`src/rtl/riscv_pkg.sv`:
```
// riscv_pkg: immediate-type codes, base opcodes and buffer state encoding
package riscv_pkg;
    localparam logic [2:0] RTYPE  = 3'b000;
    localparam logic [2:0] ITYPE  = 3'b001;
    localparam logic [2:0] STYPE  = 3'b010;
    localparam logic [2:0] BTYPE  = 3'b011;
    localparam logic [2:0] UTYPE  = 3'b100;
    localparam logic [2:0] JTYPE  = 3'b101;
    localparam logic [2:0] LITYPE = 3'b110;
    localparam logic [2:0] JITYPE = 3'b111;

    localparam logic [6:0] OP_OP     = 7'b0110011;
    localparam logic [6:0] OP_IMM    = 7'b0010011;
    localparam logic [6:0] OP_STORE  = 7'b0100011;
    localparam logic [6:0] OP_BRANCH = 7'b1100011;
    localparam logic [6:0] OP_LUI    = 7'b0110111;
    localparam logic [6:0] OP_AUIPC  = 7'b0010111;
    localparam logic [6:0] OP_JAL    = 7'b1101111;
    localparam logic [6:0] OP_LOAD   = 7'b0000011;
    localparam logic [6:0] OP_JALR   = 7'b1100111;

    typedef enum logic [1:0] {EMPTY, ONE, FULL} state_t;
endpackage

```
`src/rtl/imm_type_decode.sv`:
```
// imm_type_decode: maps a 7-bit opcode to its immediate-type code and illegal flag
module imm_type_decode
    import riscv_pkg::*;
(
    input  logic [6:0] opcode,
    output logic [2:0] imm_type,
    output logic       illegal
);
    always_comb begin
        imm_type = RTYPE;
        illegal  = 1'b0;
        case (opcode)
            OP_OP:             imm_type = RTYPE;
            OP_IMM:            imm_type = ITYPE;
            OP_STORE:          imm_type = STYPE;
            OP_BRANCH:         imm_type = BTYPE;
            OP_LUI, OP_AUIPC:  imm_type = UTYPE;
            OP_JAL:            imm_type = JTYPE;
            OP_LOAD:           imm_type = LITYPE;
            OP_JALR:           imm_type = JITYPE;
            default:           illegal  = 1'b1;
        endcase
    end
endmodule

```
`src/rtl/fetch_decode_buffer.sv`:
```
// fetch_decode_buffer: two-entry skid buffer between fetch and decode;
// opcodes are classified at enqueue so every output comes straight from a flop.
module fetch_decode_buffer
    import riscv_pkg::*;
#(
    parameter int PC_W = 32
) (
    input  logic            clk,
    input  logic            rst_n,
    input  logic            in_valid,
    output logic            in_ready,
    input  logic [PC_W-1:0] in_pc,
    input  logic [31:0]     in_instr,
    input  logic            flush,
    output logic            out_valid,
    input  logic            out_ready,
    output logic [PC_W-1:0] out_pc,
    output logic [31:0]     out_instr,
    output logic [24:0]     out_imm_field,
    output logic [2:0]      out_imm_type,
    output logic            out_illegal
);
    state_t          state;
    logic [PC_W-1:0] skid_pc;
    logic [31:0]     skid_instr;
    logic [2:0]      skid_type;
    logic            skid_illegal;
    logic [2:0]      dec_type;
    logic            dec_illegal;
    logic            accept;
    logic            pop;

    imm_type_decode u_dec (
        .opcode   (in_instr[6:0]),
        .imm_type (dec_type),
        .illegal  (dec_illegal)
    );

    assign accept        = in_valid & in_ready;
    assign pop           = out_valid & out_ready;
    assign out_imm_field = out_instr[31:7];

    always_ff @(posedge clk or negedge rst_n) begin
        if (!rst_n) begin
            state        <= EMPTY;
            out_valid    <= 1'b0;
            in_ready     <= 1'b1;
            out_pc       <= '0;
            out_instr    <= '0;
            out_imm_type <= RTYPE;
            out_illegal  <= 1'b0;
            skid_pc      <= '0;
            skid_instr   <= '0;
            skid_type    <= RTYPE;
            skid_illegal <= 1'b0;
        end else if (flush) begin
            state     <= EMPTY;
            out_valid <= 1'b0;
            in_ready  <= 1'b1;
        end else begin
            case (state)
                EMPTY: if (accept) begin
                    state        <= ONE;
                    out_valid    <= 1'b1;
                    out_pc       <= in_pc;
                    out_instr    <= in_instr;
                    out_imm_type <= dec_type;
                    out_illegal  <= dec_illegal;
                end
                ONE: if (pop && accept) begin
                    out_pc       <= in_pc;
                    out_instr    <= in_instr;
                    out_imm_type <= dec_type;
                    out_illegal  <= dec_illegal;
                end else if (pop) begin
                    state     <= EMPTY;
                    out_valid <= 1'b0;
                end else if (accept) begin
                    state        <= FULL;
                    in_ready     <= 1'b0;
                    skid_pc      <= in_pc;
                    skid_instr   <= in_instr;
                    skid_type    <= dec_type;
                    skid_illegal <= dec_illegal;
                end
                // in_ready is low here, so no new beat can arrive alongside the pop
                FULL: if (pop) begin
                    state        <= ONE;
                    in_ready     <= 1'b1;
                    out_pc       <= skid_pc;
                    out_instr    <= skid_instr;
                    out_imm_type <= skid_type;
                    out_illegal  <= skid_illegal;
                end
                default: begin
                    state     <= EMPTY;
                    out_valid <= 1'b0;
                    in_ready  <= 1'b1;
                end
            endcase
        end
    end
endmodule

```
`config.mk`:
```
export PLATFORM = sky130hd
export DESIGN_NAME = fetch_decode_buffer
export DESIGN_NICKNAME = d
export VERILOG_FILES = /design/src/rtl/riscv_pkg.sv /design/src/rtl/imm_type_decode.sv /design/src/rtl/fetch_decode_buffer.sv
export SDC_FILE = /design/constraint.sdc
export NUM_CORES = 1
export LEC_CHECK = 0
export CORE_MARGIN = 2
export CORE_UTILIZATION = 49
export CTS_BUF_LIST = sky130_fd_sc_hd__clkbuf_4 sky130_fd_sc_hd__clkbuf_8 sky130_fd_sc_hd__clkbuf_16
export DETAILED_ROUTE_END_ITERATION = 10
export MAX_ROUTING_LAYER = met4
export PLACE_DENSITY = 0.78
export REMOVE_ABC_BUFFERS = 1
export SETUP_SLACK_MARGIN = 0.2
export SLEW_MARGIN = 15
export SYNTH_ARGS = -nofsm -noshare
export SYNTH_HDL_FRONTEND = slang
export SYNTH_SLANG_ARGS = --single-unit
```
`constraint.sdc`:
```
create_clock -name clk -period 2.3 [get_ports clk]
set_clock_uncertainty 0.15 [all_clocks]
set_input_delay 0.23 -clock clk [delete_from_list [all_inputs] [get_ports clk]]
set_output_delay 0.23 -clock clk [all_outputs]
set_load 0.01 [all_outputs]
```
==> summary.md <==
| Metric | Value |
|---|---|
| RSZ-0062 raised after global routing | false |
| Initial DRC Count | 221 |
| CP required | 2430 ps |
| Cell variety after synth | 41 |
| Vias in the first global route | 4590 |
| Detailed Place HPWL | 9580 um |
| Max clock buf depth | 2 |
| Switching Share | 28.2% |
| Cells after Synth | 514 |
| Core Footprint | 12700 um2 |
| Final instance area | 8780 um2 |
| GRT Overall Usage | 21.4% |
| Clk_lat worst skew | 410 ps |
| Power per Cell Area | 1210 nW/um2 |
| Overflow after GRT | 0 |
| Gp weighted congestion | 0.814 |
| Layout Nets | 730 |
| Critical path's most frequent cell | buf_12 |
| Outcome | finished clean |
| Yosys warns | 0 |
| Seq/Total Area, Yosys | 54.6% |
| Total Power | 0.0106 W |
| Crit-path max cell delay | 580 ps |
| Clock Tree Root | clkbuf_16 |
| Die H | 118 um |
| Most frequent cells in the layout | clkdlybuf4s50_1 (162), dfrtp_1 (139), nor2_1 (69), a21oi_1 (69), mux2i_1 (65) |
| Final wirelength | 14000 um |
| Startpoint Class | flip-flop |
| First-pass GRT wire length | 23400 um |
| Top FF cell, synth | dfrtp_1 |
| Period minus WS final | 1990 ps |
| Crit-path slowest cell | dfstp_2 |
| Synthesized area | 6420 um2 |
| Filler cells | 946 |
| I/O Pins | 164 |
| Die ar. | 14000 um2 |
| Pins Over Slew Limit | 0 |
| Routed vias/inst | 5.14 |
| Sequential cell area | 3500 um2 |
| ANT cells | 0 |
| Clock power share | 25.8% |
| Commonest non-fill, non-tap cell in the layout | clkdlybuf4s50_1 |
| Post-Layout Cell Count | 844 |
| Yosys reg bits | 140 |
| Path type of the worst min-delay path | in2async |
| LEAKAGE | 3.78 nW |
| Crit-path cells | and3b_1, nand3b_1, buf_12, buf_12, nor3b_1, a21oi_1 |
| CP max FO | 23 |
| Critical path data arrival time | 2130 ps |
| Hold Vio Cnt, Final | 0 |
| Peak VDD IR | 0.000525 V |
| Share of cells above drive strength 1 | 17.1% |
| Asr flop ratio synth | 100% |
| Tcrit/Tclk final | 86.7% |
| Max Clock Freq | 502 MHz |
| Antenna violations before repair | 0 |
| Clock Pin Slew Worst Setup and Hold Paths | 50 ps |
| Port Buffer Count | 163 |
| DRC Markers | 0 |
| Number of routed nets with antenna violations | 0 |
| EDFF count, synth | 0 |
| Slew @ Worst Pin | 546 ps |
| Mean area per synthesized cell | 12.5 um2 |
| Largest net degree at the start of global routing | 57 |
| Max Cap Viol | 0 |
| Max_slew headroom | 63.6% |
| Die W | 118 um |
| CTS Buf Count | 17 |
| Int Pwr | 0.00764 W |
| Setup CP Type | reg2reg |
| H-Tree Level Count | 4 |
| Routed wire per std cell | 16.5 um |
| Vias | 4334 |
| Clock Sinks | 140 |
| Starting Density | 50.5% |
| CTS tree | done |
| Setup crit end kind | flip-flop |
| Final setup violating endpoints | 0 |
| DP Area | 8170 um2 |
| Area growth from synthesis to layout | 36.9% |
| Placed cells | 813 |
| Cell Rows | 41 |
| Seq pwr share | 39.6% |
| Net switching power | 0.00301 W |
| Logic pwr share | 34.5% |
| Multi-input gate area | 2550 um2 |
| Pre-antenna DRT Iters | 4 |
==> cell type report <==
type,instances,share of cell area (%)
multi-input cells,316,29.0
clock buffers,22,5.41
repair buffers,183,21.7
flip-flops and latches,140,39.9
well taps,172,2.45
inverters,3,0.128
clock inverters,8,1.34
==> worst paths after layout <==
kind	endpoint	start	cells past startpoint	slack (ps)
max	skid_illegal	in_ready	6	310
min	out_valid	rst_n	2	200
max reg2reg	skid_illegal	in_ready	6	310
min reg2reg	skid_type[0]	skid_type[0]	2	330
max in group asynchronous	out_pc[6]	rst_n	3	1110
min in group clk	skid_instr[16]	in_instr[16]	2	310
==> through the flow <==
step | hold WS (ps) | utilization [%] | TNS (ps) | setup slack (ps)
2_1_floorplan | -216 | - | -375760 | -3610
3_3_place_gp | 63.8 | 64.3 | 0 | 177
3_5_place_dp | 77.8 | 64.3 | 0 | 119
4_1_cts | 211 | 69.0 | 0 | 288
5_1_grt | 248 | 69.1 | 0 | 216
6_report | 198 | 69.1 | 0 | 307
==> layer usage <==
| layer | wire [um] | share of wire (%) | vias up | track usage [%] |
|---|---|---|---|---|
| met5 | 0 | 0 | - | - |
| met1 | 6230 | 45 | 2129 | 27.5 |
| met3 | 764 | 5.5 | 9 | 6.32 |
| met2 | 6850 | 49 | 138 | 33.7 |
| li1 | - | - | 2058 | - |
| met4 | 106 | 0.76 | 0 | 5.36 |
==> worst max-delay path: cells and delay by family (launching register included) <==
kind / cells / cell delay [ps]
AOI/OAI and AO/OA: 1 / 80
buffers and inverters: 2 / 390
DFF: 1 / 580
and+or+nand+nor: 3 / 640
==> timing repair <==
action                     CTS  global route
buffers inserted             0             0
hold endpoints to repair    53             0
hold buffers                 1             0
setup endpoints to repair    0             1
gates resized for setup      0             1
==> state kept, by name, indices dropped and copies added, names as in the netlist <==
| register | count |
|---|---|
| skid_instr | 32 |
| in_ready | 1 |
| skid_type | 3 |
| out_pc | 32 |
| out_instr | 32 |
| skid_pc | 32 |
| out_valid | 1 |
| out_illegal | 1 |
| out_imm_type | 3 |
| skid_illegal | 1 |
| state | 2 |
==> power groups by stage <==
stage	Sequential [W]	Combinational, W	Clock (W)
2_1_floorplan	0.00441	0.00157	0
3_3_place_gp	0.00416	0.00359	0
3_5_place_dp	0.00422	0.00371	0
4_1_cts	0.00421	0.00372	0.00282
5_1_grt	0.00435	0.00395	0.00293
6_report	0.00422	0.00368	0.00275
==> cell families (layout without fill, tap and decap cells) <==
group	Yosys count	in the layout	share of synthesized area, %
buf+inv	58	216	6.02
flops	140	140	54.6
simple gates	99	99	6.86
mux	129	129	24.9
compound gates	88	88	7.64
==> cells in the mapped netlist (2+ instances only) <==
cell | number | area (um2)
nor2b_1 | 2 | 12.5
nor2_1 | 69 | 259
nand2b_1 | 4 | 25.0
buf_4 | 27 | 203
and3b_1 | 2 | 17.5
mux2_4 | 60 | 901
a22oi_1 | 3 | 22.5
clkbuf_1 | 4 | 15.0
o22ai_1 | 2 | 12.5
mux2i_1 | 65 | 651
dfrtp_1 | 139 | 3480
buf_6 | 6 | 67.6
a31oi_1 | 2 | 12.5
a21oi_1 | 69 | 345
mux2_1 | 3 | 33.8
inv_1 | 3 | 11.3
nand2_1 | 10 | 37.5
buf_2 | 18 | 90.1
nand3_1 | 2 | 10.0
o21ai_1 | 3 | 15.0
(Power assumes the default switching activity.)
